`config.mk`:
```
export PLATFORM = sky130hd
export DESIGN_NAME = mem_arbiter
export DESIGN_NICKNAME = d
export VERILOG_FILES = /design/src/rtl/mem_pkg.sv /design/src/rtl/rr_arb2.sv /design/src/rtl/mem_arbiter.sv
export SDC_FILE = /design/constraint.sdc
export NUM_CORES = 1
export LEC_CHECK = 0
export BUFFER_PORTS_ARGS = -buffer_cell sky130_fd_sc_hd__buf_2
export CORE_ASPECT_RATIO = 1.1
export CORE_UTILIZATION = 40
export CTS_CLUSTER_DIAMETER = 50
export DETAILED_ROUTE_END_ITERATION = 6
export GPL_TIMING_DRIVEN = 0
export PLACE_DENSITY = 0.7
export SLEW_MARGIN = 20
export SYNTH_ARGS = -nofsm -noshare
export SYNTH_HDL_FRONTEND = slang
export SYNTH_SLANG_ARGS = --single-unit
```
`constraint.sdc`:
```
create_clock -name clk -period 2.15 [get_ports clk]
set_input_delay 0 -clock clk [delete_from_list [all_inputs] [get_ports clk]]
set_output_delay 0 -clock clk [all_outputs]
set_load 0.03 [all_outputs]
```
`src/rtl/mem_pkg.sv`:
```
// Shared types for the unified-memory arbiter: access sizes, FSM states and burst length helper.
package mem_pkg;

    localparam logic [31:0] MEM_BASE = 32'h8002_0000;

    typedef enum logic [1:0] {
        SZ_BYTE  = 2'd0,
        SZ_WORD  = 2'd1,
        SZ_4WORD = 2'd2,
        SZ_8WORD = 2'd3
    } access_size_t;

    typedef enum logic [1:0] {
        IDLE  = 2'd0,
        ISSUE = 2'd1,
        RESP  = 2'd2
    } arb_state_t;

    function automatic int unsigned beats_of(input access_size_t sz);
        case (sz)
            SZ_4WORD: beats_of = 4;
            SZ_8WORD: beats_of = 8;
            default:  beats_of = 1;
        endcase
    endfunction

endpackage

```
`src/rtl/rr_arb2.sv`:
```
// Two-way round-robin picker between fetch and load/store; the pointer moves only on a taken grant.
module rr_arb2 (
    input  logic clk,
    input  logic rst_n,
    input  logic i_req_fetch,
    input  logic i_req_lsu,
    input  logic i_take,
    output logic o_gnt_fetch,
    output logic o_gnt_lsu
);

    logic r_last_fetch;
    logic w_gnt_lsu;

    // On a tie the requester that was not granted last wins; reset favours the LSU first.
    assign w_gnt_lsu   = i_req_lsu & (~i_req_fetch | r_last_fetch);
    assign o_gnt_lsu   = w_gnt_lsu;
    assign o_gnt_fetch = i_req_fetch & ~w_gnt_lsu;

    always_ff @(posedge clk or negedge rst_n) begin
        if (!rst_n) begin
            r_last_fetch <= 1'b1;
        end else if (i_take && (o_gnt_fetch || w_gnt_lsu)) begin
            r_last_fetch <= o_gnt_fetch;
        end
    end

endmodule

```
`src/rtl/mem_arbiter.sv`:
```
// Arbitrates the single-ported unified memory between instruction fetch (single/burst reads) and
// load/store (byte/word), sequencing enable/rd_wr/size and returning data with registered handshakes.
module mem_arbiter
    import mem_pkg::*;
#(
    parameter int ADDR_W    = 32,
    parameter int DATA_W    = 32,
    parameter int MAX_BEATS = 8
) (
    input  logic              clk,
    input  logic              rst_n,
    input  logic              i_req,
    input  logic [ADDR_W-1:0] i_addr,
    input  access_size_t      i_size,
    output logic [DATA_W-1:0] i_rdata,
    output logic              i_rvalid,
    output logic              i_ack,
    input  logic              d_req,
    input  logic              d_we,
    input  logic [ADDR_W-1:0] d_addr,
    input  access_size_t      d_size,
    input  logic [DATA_W-1:0] d_wdata,
    output logic [DATA_W-1:0] d_rdata,
    output logic              d_ack,
    output logic              mem_enable,
    output logic              mem_rd_wr,
    output access_size_t      mem_access_size,
    output logic [ADDR_W-1:0] mem_addr,
    output logic [DATA_W-1:0] mem_data_in,
    input  logic [DATA_W-1:0] mem_data_out,
    input  logic              mem_busy,
    output arb_state_t        o_dbg_state
);

    localparam int BEAT_W = $clog2(MAX_BEATS + 1);

    arb_state_t        r_state;
    arb_state_t        w_state_nxt;
    logic              w_take;
    logic              w_gnt_fetch;
    logic              w_gnt_lsu;
    access_size_t      w_i_size;
    access_size_t      w_d_size;

    logic              r_owner_lsu;
    logic [BEAT_W-1:0] r_beats;
    logic              r_pend;
    logic              r_mem_enable;
    logic              r_mem_rd_wr;
    access_size_t      r_mem_size;
    logic [ADDR_W-1:0] r_mem_addr;
    logic [DATA_W-1:0] r_mem_wdata;
    logic [DATA_W-1:0] r_i_rdata;
    logic              r_i_rvalid;
    logic              r_i_ack;
    logic [DATA_W-1:0] r_d_rdata;
    logic              r_d_ack;

    assign w_i_size = (i_size == SZ_BYTE) ? SZ_WORD : i_size;
    assign w_d_size = (d_size == SZ_BYTE) ? SZ_BYTE : SZ_WORD;

    rr_arb2 u_rr (
        .clk         (clk),
        .rst_n       (rst_n),
        .i_req_fetch (i_req),
        .i_req_lsu   (d_req),
        .i_take      (w_take),
        .o_gnt_fetch (w_gnt_fetch),
        .o_gnt_lsu   (w_gnt_lsu)
    );

    always_ff @(posedge clk or negedge rst_n) begin
        if (!rst_n) r_state <= IDLE;
        else        r_state <= w_state_nxt;
    end

    // The cycle an ack is on the wire is skipped so every grant is separated by an idle cycle.
    always_comb begin
        w_state_nxt = r_state;
        w_take      = 1'b0;
        case (r_state)
            IDLE: begin
                if ((i_req || d_req) && !r_i_ack && !r_d_ack) begin
                    w_take      = 1'b1;
                    w_state_nxt = ISSUE;
                end
            end
            ISSUE: begin
                if (r_beats == BEAT_W'(1)) w_state_nxt = RESP;
            end
            RESP:    w_state_nxt = IDLE;
            default: w_state_nxt = IDLE;
        endcase
    end

    always_ff @(posedge clk or negedge rst_n) begin
        if (!rst_n) begin
            r_owner_lsu  <= 1'b0;
            r_beats      <= '0;
            r_pend       <= 1'b0;
            r_mem_enable <= 1'b0;
            r_mem_rd_wr  <= 1'b1;
            r_mem_size   <= SZ_BYTE;
            r_mem_addr   <= '0;
            r_mem_wdata  <= '0;
            r_i_rdata    <= '0;
            r_i_rvalid   <= 1'b0;
            r_i_ack      <= 1'b0;
            r_d_rdata    <= '0;
            r_d_ack      <= 1'b0;
        end else begin
            r_i_rvalid <= 1'b0;
            r_i_ack    <= 1'b0;
            r_d_ack    <= 1'b0;
            // Memory read data is registered: it appears the cycle after an enabled read.
            r_pend     <= r_mem_enable & r_mem_rd_wr;
            if (r_pend) begin
                if (r_owner_lsu) begin
                    r_d_rdata <= (r_mem_size == SZ_BYTE) ?
                                 {{(DATA_W-8){1'b0}}, mem_data_out[7:0]} : mem_data_out;
                end else begin
                    r_i_rdata  <= mem_data_out;
                    r_i_rvalid <= 1'b1;
                end
            end
            case (r_state)
                IDLE: begin
                    if (w_take) begin
                        r_owner_lsu  <= w_gnt_lsu;
                        r_mem_enable <= 1'b1;
                        if (w_gnt_lsu) begin
                            r_mem_addr  <= d_addr;
                            r_mem_rd_wr <= ~d_we;
                            r_mem_size  <= w_d_size;
                            r_mem_wdata <= d_wdata;
                            r_beats     <= BEAT_W'(1);
                        end else begin
                            r_mem_addr  <= i_addr;
                            r_mem_rd_wr <= 1'b1;
                            r_mem_size  <= w_i_size;
                            r_beats     <= BEAT_W'(beats_of(w_i_size));
                        end
                    end
                end
                ISSUE: begin
                    r_beats <= r_beats - BEAT_W'(1);
                    if (r_beats == BEAT_W'(1)) begin
                        r_mem_enable <= 1'b0;
                        r_mem_rd_wr  <= 1'b1;
                    end
                end
                RESP: begin
                    if (r_owner_lsu) r_d_ack <= 1'b1;
                    else             r_i_ack <= 1'b1;
                end
                default: ;
            endcase
        end
    end

    assign i_rdata         = r_i_rdata;
    assign i_rvalid        = r_i_rvalid;
    assign i_ack           = r_i_ack;
    assign d_rdata         = r_d_rdata;
    assign d_ack           = r_d_ack;
    assign mem_enable      = r_mem_enable;
    assign mem_rd_wr       = r_mem_rd_wr;
    assign mem_access_size = r_mem_size;
    assign mem_addr        = r_mem_addr;
    assign mem_data_in     = r_mem_wdata;
    assign o_dbg_state     = r_state;

    a_busy_when_idle: assert property (@(posedge clk) disable iff (!rst_n)
        !(r_state == IDLE && !r_mem_enable && mem_busy));

endmodule
```
Word level (Yosys, flattened, before mapping). Cells that the tools add are included. W data, S select, Z words.

Register bits: 144. Input bits: 138. Logic and storage cells: 77.

Add/subtract/negate cells: 1. Equal/unequal tests: 8. Muxes and demuxes: 26. Bitwise operators: 8. Reduce and logical (&&, ||, !) cells: 19.

Operators by type and width (count): $mux W32 (2); $pmux W4 S2 (2); $mux W1 (13); $reduce_and A2 Y1 (5); $logic_not A2 Y1 (4); $mux W2 (4); $mux W4 (2); $eq A2 B2 Y1 const B (3); $reduce_and A3 Y1 (2); $eq A4 B1 Y1 const B (1); $ne A2 B2 Y1 const B (2); $not A1 Y1 (4); $pmux W1 S2 (2); $pmux W2 S2 (1); $sub A4 B1 Y4 const B (1); $and A1 B1 Y1 (3); $logic_and A1 B1 Y1 (3); $eq A2 B1 Y1 const B (1); $logic_not A1 Y1 (2); $logic_or A1 B1 Y1 (2); $ne A2 B1 Y1 const B (1); $reduce_bool A2 Y1 (1); $or A1 B1 Y1 (1).

Logic depth before layout (Yosys ltp). Gate-level depths: netlist (run 1).

Depth after elaboration: 7. Gate-level depth with buffers: 5.

Modules after synthesis. From an unflattened synthesis (run 1), not the netlist that was laid out.

Cell total of the unflattened synthesis: 420. Area total of the unflattened synthesis: 5746.8 um^2.

By module, submodules not included: mem_arbiter (instances 1, cells an instance 414, area each 5690.5 um^2, seq. area each 3579.7 um^2); rr_arb2 (instances 1, cells an instance 6, area each 56.3 um^2, seq. area each 26.3 um^2).

Worst setup path after synthesis (run 1). No wires, ideal clock.

Path type: register to register. From: reg r_state[1], in the netlist o_dbg_state[1]. To: reg r_beats[2]. Arrival time: 1.759 ns. Required time: 2.026 ns. Slack: 0.267 ns. Stages on the path, launching flop included: 5. Period minus slack after synthesis: 1.883 ns. Cell sequence: dfrtp_1 > or4_1 > buf_2 > o221a_2 > a211o_1.

Word-level cells in the longest chain between the ends: 4.

Ends and longest elaborated chain: from (decl) (RTL line mem_arbiter.sv:37) `arb_state_t r_state;`; from (signal assigned) (RTL line mem_arbiter.sv:74) `else r_state <= w_state_nxt;`; $logic_not A2 Y1 (RTL line mem_arbiter.sv:81, mem_arbiter.sv:126); $mux W1 (RTL line mem_arbiter.sv:81) `case (r_state)`; $ne A2 B1 Y1 (no line); $reduce_and A2 Y1 (no line); to (signal assigned) (RTL line mem_arbiter.sv:141) `r_beats <= BEAT_W'(beats_of(w_i_size));`; to (signal assigned) (RTL line mem_arbiter.sv:146) `r_beats <= r_beats - BEAT_W'(1);`; to (decl) (RTL line mem_arbiter.sv:46) `logic [BEAT_W-1:0] r_beats;`.

Parallel ways exist; a longest one is shown, timed or not. A chain may end at the register's enable or synchronous reset.

Final worst setup path (run 1).
From: reg r_state[1], in the netlist o_dbg_state[1]. To: reg r_mem_addr[25], in the netlist mem_addr[25].

Word-level cells in the longest chain between the ends: 3.

Ends and longest elaborated chain: $logic_not A2 Y1 * (RTL line mem_arbiter.sv:81, mem_arbiter.sv:126); $mux W1 (RTL line mem_arbiter.sv:81); $reduce_and A2 Y1 (no line) *; to (signal assigned) (RTL line mem_arbiter.sv:132) `r_mem_addr <= d_addr;`; to (signal assigned) (RTL line mem_arbiter.sv:138) `r_mem_addr <= i_addr;`; to (decl) (RTL line mem_arbiter.sv:51) `logic [ADDR_W-1:0] r_mem_addr;`.

Every way passes the cells marked *; elsewhere a longest branch is shown, timed or not.

==> results.json, run 1 <==
{
  "status": "finished clean",
  "area_delta_synth_final_pct": 61.0,
  "layout.cells.non_filler": 1086,
  "synth_async_sr_flop_share": 1.00,
  "h-tree-depth": 4,
  "synth_cell_type_count": 41,
  "maxCapViolCount": 0,
  "path_common_cell": "buf_2",
  "ctsRootBufferMaster": "clkbuf_16",
  "cts_tree": "done",
  "rr_startpoint": "o_dbg_state[1]",
  "slew_viol_final": 0,
  "place_area_um2": 7460,
  "ir_drop_v": 0.000794,
  "critPathLaunch": "o_dbg_state[1]",
  "grt_pass1_wl_um": 29400,
  "reg2reg_slack_ns": 0.17,
  "drc": 0,
  "place_congestion": 0.828,
  "dp_cells": 921,
  "synth.area.top_cells": "dfrtp_1, mux2_2, mux2_1",
  "routed_wirelength_um": 18800,
  "p_total_mw": 15.1,
  "vias_per_cell": 5.18,
  "required_ns": 2.41,
  "synth_ff_type": "dfrtp_1",
  "hpwl_um": 12000,
  "utilization": 0.669,
  "yosysSeqAreaShare": 0.619,
  "synthTopCellsByCount": "dfrtp_1, mux2_2, o21ai_0",
  "synth-edff-count": 0,
  "boundaryPins": 275,
  "yosysWarnings": 0,
  "fin_ws_ns": 0.170,
  "hp-start": "i_size[1]",
  "cp.arrival_ns": 2.24,
  "cp_slowest_cell": "or4_1",
  "hold_class": "input port to flop",
  "syn_area_um2": 5820,
  "period_share": 0.921,
  "setup_viol": 0,
  "post-place-ws_ns": -0.0567,
  "syn-num-nets": 599,
  "end_kind": "flop",
  "synth_top_area_share": 0.610,
  "fin_setup_tns_ns": 0,
  "antenna_found_initial": 0,
  "cp_cell_sequence": "or4_1, buf_2, nor2_4, buf_2, a31oi_1",
  "clkTransAtPathRegs_ns": 0.05,
  "cp_max_fo": 10,
  "clockBufferDepth": 2,
  "start_util": 0.415,
  "skew_ns": 0.00798,
  "drive_above_1_share": 0.405,
  "path_class": "flop to flop",
  "synth_seq_cells": 144,
  "ant_nets": 0,
  "finalHoldWorstSlack_ns": 0.0275,
  "gr-usage-all-layers": 0.256,
  "synthCells": 459,
  "wl_per_cell_um": 17.3,
  "synth_area_per_cell_um2": 12.7,
  "post_cts_resized": 0,
  "dieWidth_um": 117,
  "worstRegToRegCells": 5,
  "cp-start-kind": "flop",
  "power_leakage_nw": 4.44,
  "first_global_vias": 5984,
  "drtIter0Drc": 356,
  "row_count": 45,
  "design.core.area_um2": 14000,
  "hold_depth": 4,
  "grt_max_degree": 83,
  "synth_most_common_cell": "dfrtp_1",
  "numPortBuffers": 273,
  "dieArea_um2": 15000,
  "dr_total_vias": 5628,
  "hold_viol": 0,
  "clock_latency_ns": 0.40,
  "rsz0062_at_grt": "false",
  "cpPeakStageDelay_ns": 0.54,
  "max_freq_ghz": 0.505,
  "worst_slew_margin_rel": 0.581,
  "power_density_nw_per_um2": 1610,
  "synth_area_leader_cell": "dfrtp_1",
  "worst_pin_slew_ns": 0.628,
  "first_pass_iters": 5,
  "cts_buffers": 17,
  "grt-ovfl-total": 0,
  "cts.sinks": 144,
  "final_area_um2": 9380,
  "die_y_um": 129,
  "fin_crit_ns": 1.98,
  "finalNetCount": 1025
}
power breakdown:
group          internal, mW  switching, mW
sequential             4.06          0.767
combinational          2.58           4.80
clock                  1.81           1.08
layout make-up:
class                      count  area [µm²]
clock buffer                  20         437
inverter                       7        26.3
fill                        1037        4640
tap                          188         235
multi-input combinational    271        2040
clock inverter                11         141
timing repair buffer         408        2740
sequential                   144        3610
buffer                        36         144
antenna                        1        2.50
registers in the layout (all words and copies together) (netlist names), 2 cells and up:
register         cells
i_rdata             32
mem_data_in         32
mem_access_size      2
d_rdata             32
mem_addr            32
r_beats              4
o_dbg_state          2
layer usage:
metal / vias up / track usage / share of wire
met4: 0 / 0.127 / 0.039
li1: 2544 / - / -
met1: 2721 / 0.277 / 0.38
met2: 299 / 0.461 / 0.51
met3: 64 / 0.0645 / 0.073
met5: - / 0 / 0
worst paths after layout:
check,endpoint
hold reg to reg,mem_data_in[27]
setup reg to reg,mem_addr[25]
max in group asynchronous,mem_addr[25]
min in group asynchronous,i_rdata[8]
setup / recovery,mem_addr[25]
hold / removal,r_beats[0]
layout by cell type (no fill, tap or decap), types with 3 or more instances in the layout:
master         synthesis  routed
buf_2                  7     279
dfrtp_1              142     142
dlygate4sd3_1          0     133
mux2_2                44      44
o21ai_0               37      37
a21oi_1               33      33
clkbuf_1              30      32
nand3_1               32      32
a31oi_1               32      32
mux2_1                28      28
a22o_1                24      24
clkbuf_16              0      17
inv_1                  7       7
nand2_1                5       5
clkinv_2               0       4
nand2b_1               3       3
nor2_1                 3       3
clkinvlp_4             0       3
bufinv_16              0       3
cells by family (layout without fill, tap and decap cells):
family | after synthesis | count (layout) | share of synthesized area
muxes | 72 | 72 | 0.139
AOI/OAI and AO/OA | 138 | 138 | 0.149
DFF | 144 | 144 | 0.619
and+or+nand+nor | 59 | 59 | 0.0584
adders and majority gates | 2 | 2 | 0.00430
buffers and inverters | 44 | 482 | 0.0299
other | 0 | 1 | 0
critical path: cells and delay by family, from the launching register on:
kind | cells | cell delay [ns]
and+or+nand+nor | 2 | 0.80
buffers and inverters | 2 | 0.47
DFF | 1 | 0.45
AOI/OAI and AO/OA | 1 | 0.12
repair_timing:
item,in CTS,in global routing
hold endpoints to repair,211,0
hold buffers,133,0
setup endpoints to repair,28,28
pin swaps,1,0
setup buffers,1,0
No activity file was read; power rests on OpenSTA's default activity.
==> run 2, diff against run 1 <==
Clock period 2.15 ns to 2.1 ns, I/O delays scaled along.
==> results.json, run 2 (synthesized netlist as in run 1, its figures left out) <==
{
  "layout_commonest_cell": "buf_2",
  "place_congestion": 0.828,
  "dieWidth_um": 117,
  "ant_nets": 0,
  "start_util": 0.415,
  "cts_tree": "done",
  "clock_latency_ns": 0.40,
  "die_y_um": 129,
  "grt_max_degree": 83,
  "cp.arrival_ns": 2.23,
  "finalNetCount": 1025,
  "end_kind": "flop",
  "h-tree-depth": 4,
  "ir_drop_v": 0.000811,
  "first_pass_iters": 5,
  "drtIter0Drc": 356,
  "critPathLaunch": "o_dbg_state[1]",
  "max_freq_ghz": 0.510,
  "antenna_found_initial": 0,
  "wl_per_cell_um": 17.3,
  "drive_above_1_share": 0.405,
  "gr-usage-all-layers": 0.256,
  "dr_total_vias": 5624,
  "design.core.area_um2": 14000,
  "dp_cells": 921,
  "cts.sinks": 144,
  "clockBufferDepth": 2,
  "fillCellCount": 1036,
  "skew_ns": 0.00768,
  "status": "finished clean",
  "first_global_vias": 5984,
  "slew_viol_final": 0,
  "cp_max_fo": 10,
  "grt_pass1_wl_um": 29400,
  "numPortBuffers": 273,
  "row_count": 45,
  "clkTransAtPathRegs_ns": 0.06,
  "boundaryPins": 275,
  "maxCapViolCount": 0,
  "required_ns": 2.37,
  "hold_depth": 4,
  "drc": 0,
  "hpwl_um": 12000,
  "final_cell_mix": "buf_2, dfrtp_1, dlygate4sd3_1",
  "setup_viol": 0,
  "worst_slew_margin_rel": 0.582,
  "hold_viol": 0,
  "rr_startpoint": "o_dbg_state[1]",
  "path_class": "flop to flop",
  "layout.cells.non_filler": 1086,
  "cp-start-kind": "flop",
  "area_delta_synth_final_pct": 61.1,
  "fin_crit_ns": 1.96,
  "cts_buffers": 17,
  "rsz0062_at_grt": "false",
  "worstRegToRegCells": 5,
  "power_leakage_nw": 4.44,
  "ctsRootBufferMaster": "clkbuf_16",
  "multiInputGateArea_um2": 2040,
  "reg2reg_slack_ns": 0.14,
  "power_density_nw_per_um2": 1650,
  "register_area_um2": 3610,
  "dieArea_um2": 15000,
  "period_share": 0.934,
  "vias_per_cell": 5.18,
  "p_total_mw": 15.5,
  "hold_class": "input port to flop",
  "worst_pin_slew_ns": 0.628,
  "grt-ovfl-total": 0,
  "routed_wirelength_um": 18800,
  "hp-start": "i_size[1]"
}
-- run 2: cell types whose count changed in the layout (fill, tap and decap cells not counted), sizes merged --
cell / change
clkbuf: +1
buf: -1
-- run 2: metrics by stage --
stage	area, µm²	util	hold slack (ns)	TNS, ns	setup WS, ns
after CTS	9380	0.669	0.00964	0	0.0356
after floorplan	5820	-	-0.296	0	0.217
after global placement	7430	0.530	0.214	-130.85	-0.923
final	9380	0.669	0.0275	0	0.138
after global routing	9380	0.669	0.0437	0	0.00201
after detailed placement	7460	0.532	0.0318	-2.37	-0.107
-- run 2: routing by layer --
| layer | routed length, µm | GRT usage |
|---|---|---|
| met5 | 0 | 0 |
| met4 | 714 | 0.127 |
| met3 | 1390 | 0.0645 |
| met2 | 9640 | 0.461 |
| met1 | 7100 | 0.277 |
-- run 2: final timing paths --
kind                                   end
setup / recovery              mem_addr[20]
hold / removal                  r_beats[0]
setup reg to reg              mem_addr[20]
hold reg to reg            mem_data_in[27]
max in group asynchronous     mem_addr[25]
min in group asynchronous       i_rdata[8]
-- run 2: layout make-up --
| class | instances | area share |
|---|---|---|
| inverters | 7 | 0.00280 |
| flip-flops and latches | 144 | 0.384 |
| well taps | 188 | 0.0251 |
| plain buffers | 36 | 0.0156 |
| repair buffers | 408 | 0.292 |
| clock inverters | 11 | 0.0151 |
| multi-input cells | 271 | 0.218 |
| diodes | 1 | 0.000267 |
| clock buffers | 20 | 0.0465 |
-- run 2: power by group --
part | total, mW | switching [mW] | internal (mW) | leakage [nW]
Combinational | 7.57 | 4.92 | 2.65 | 2.46
Clock | 2.95 | 1.10 | 1.85 | 0.276
Sequential | 4.94 | 0.784 | 4.15 | 1.71
Total | 15.5 | 6.80 | 8.66 | 4.44
-- run 2: critical path, stage by stage (launching register included) --
cell	delay (ns)
dfrtp_1	0.45
or4_1	0.54
buf_2	0.18
nor2_4	0.26
buf_2	0.28
a31oi_1	0.12
-- run 2: repair_timing --
| item | 4_1_cts | 5_1_grt |
|---|---|---|
| resized for setup | 0 | 1 |
| endpoints found under the setup margin | 28 | 34 |
| hold buffers | 133 | 0 |
| buffers inserted | 1 | 0 |
| hold endpoints to repair | 211 | 0 |
| pin swaps | 1 | 0 |
==> run 3, diff against run 2 <==
Settings changed: HOLD_SLACK_MARGIN set to 0.12.
==> results.json, run 3 (synthesized netlist as in run 1, its figures left out) <==
{
  "skew_ns": 0.0101,
  "numPortBuffers": 273,
  "cts_buffers": 17,
  "power_leakage_nw": 4.45,
  "clockBufferDepth": 2,
  "wl_per_cell_um": 17.5,
  "ctsRootBufferMaster": "clkbuf_16",
  "final_area_um2": 9410,
  "start_util": 0.415,
  "final_cell_mix": "buf_2, dfrtp_1, dlygate4sd3_1",
  "rr_startpoint": "o_dbg_state[1]",
  "antenna_found_initial": 0,
  "end_kind": "flop",
  "row_count": 45,
  "boundaryPins": 275,
  "dr_total_vias": 5643,
  "power_density_nw_per_um2": 1640,
  "status": "finished clean",
  "die_y_um": 129,
  "hold_viol": 0,
  "r2r_end": "mem_addr[20]",
  "dp_cells": 921,
  "required_ns": 2.37,
  "grt-ovfl-total": 0,
  "reg2reg_slack_ns": 0.13,
  "maxCapViolCount": 0,
  "place_congestion": 0.828,
  "timing.critical_path.to": "mem_addr[20]",
  "hpwl_um": 12000,
  "fin_ws_ns": 0.128,
  "dieArea_um2": 15000,
  "vias_per_cell": 5.18,
  "fin_crit_ns": 1.97,
  "finalNetCount": 1028,
  "drc": 0,
  "h-tree-depth": 4,
  "worst_slew_margin_rel": 0.586,
  "setup_viol": 0,
  "gr-usage-all-layers": 0.258,
  "slew_viol_final": 0,
  "grt_pass1_wl_um": 29500,
  "drive_above_1_share": 0.404,
  "ant_nets": 0,
  "utilization": 0.671,
  "worst_pin_slew_ns": 0.622,
  "area_delta_synth_final_pct": 61.6,
  "cp-start-kind": "flop",
  "grt_max_degree": 83,
  "drtIter0Drc": 394,
  "routed_wirelength_um": 19000,
  "critPathLaunch": "o_dbg_state[1]",
  "max_freq_ghz": 0.507,
  "place_area_um2": 7460,
  "layout_commonest_cell": "buf_2",
  "fillCellCount": 1033,
  "cp_max_fo": 10,
  "cts.sinks": 144,
  "post-place-ws_ns": -0.107,
  "ir_drop_v": 0.000727,
  "design.core.area_um2": 14000,
  "layout.cells.non_filler": 1089,
  "dieWidth_um": 117,
  "hold_class": "input port to flop",
  "hold_depth": 4,
  "cp.arrival_ns": 2.24,
  "first_pass_iters": 5,
  "cts_tree": "done",
  "first_global_vias": 6020,
  "clock_latency_ns": 0.40,
  "path_class": "flop to flop",
  "clkTransAtPathRegs_ns": 0.06,
  "rsz0062_at_grt": "false",
  "worstRegToRegCells": 5,
  "fin_setup_tns_ns": 0,
  "period_share": 0.939
}
==> run 3: worst max-delay path, cell delays in order, from the launching register on <==
cell and delay, ns:
dfrtp_1 0.45, or4_1 0.54, buf_2 0.18, nor2_4 0.26, buf_2 0.28, a31oi_1 0.13
==> run 3: where the power goes <==
group / internal [mW] / switching [mW]
logic: 2.66 / 4.93
clock network: 1.85 / 1.10
registers: 4.15 / 0.785
total: 8.67 / 6.81
==> run 3: worst min-delay path by stage <==
stage / startpoint / endpoint / slack (ns)
2_1_floorplan: rst_n / d_ack / -0.30
3_3_place_gp: d_wdata[14] / mem_data_in[14] / 0.21
3_5_place_dp: rst_n / d_rdata[2] / 0.03
4_1_cts: rst_n / d_rdata[2] / 0.19
5_1_grt: i_req / mem_addr[0] / 0.16
6_report: i_req / mem_addr[0] / 0.15
==> run 3: cell type report <==
type	count	area, µm²	share of cell area
sequential	144	3610	0.383
clock inverter	11	141	0.0150
antenna	1	2.50	0.000266
timing repair buffer	411	2770	0.295
multi-input combinational	271	2050	0.217
inverter	7	26.3	0.00279
buffer	36	146	0.0156
tap	188	235	0.0250
clock buffer	20	437	0.0464
==> run 3: through the flow <==
step	total power [mW]	hold WS, ns
finish	15.5	0.146
global route	16.3	0.162
CTS	15.5	0.193
floorplan	9.92	-0.296
global placement	12.1	0.214
detailed placement	12.3	0.0318
==> run 3: timing repair <==
item | 4_1_cts | 5_1_grt
endpoints found under the hold margin | 279 | 0
gates cloned | 0 | 0
pin swaps | 1 | 0
endpoints found under the setup margin | 28 | 38
setup buffers | 1 | 0
hold buffers | 136 | 0
gates resized for setup | 0 | 2
==> run 3: routing by layer <==
| metal | vias up | wire [µm] | share of wire | GRT usage |
|---|---|---|---|---|
| met1 | 2723 | 7100 | 0.37 | 0.279 |
| met4 | 0 | 735 | 0.039 | 0.124 |
| met5 | - | 0 | 0 | 0 |
| li1 | 2553 | - | - | - |
| met3 | 63 | 1430 | 0.075 | 0.0626 |
| met2 | 304 | 9740 | 0.51 | 0.467 |
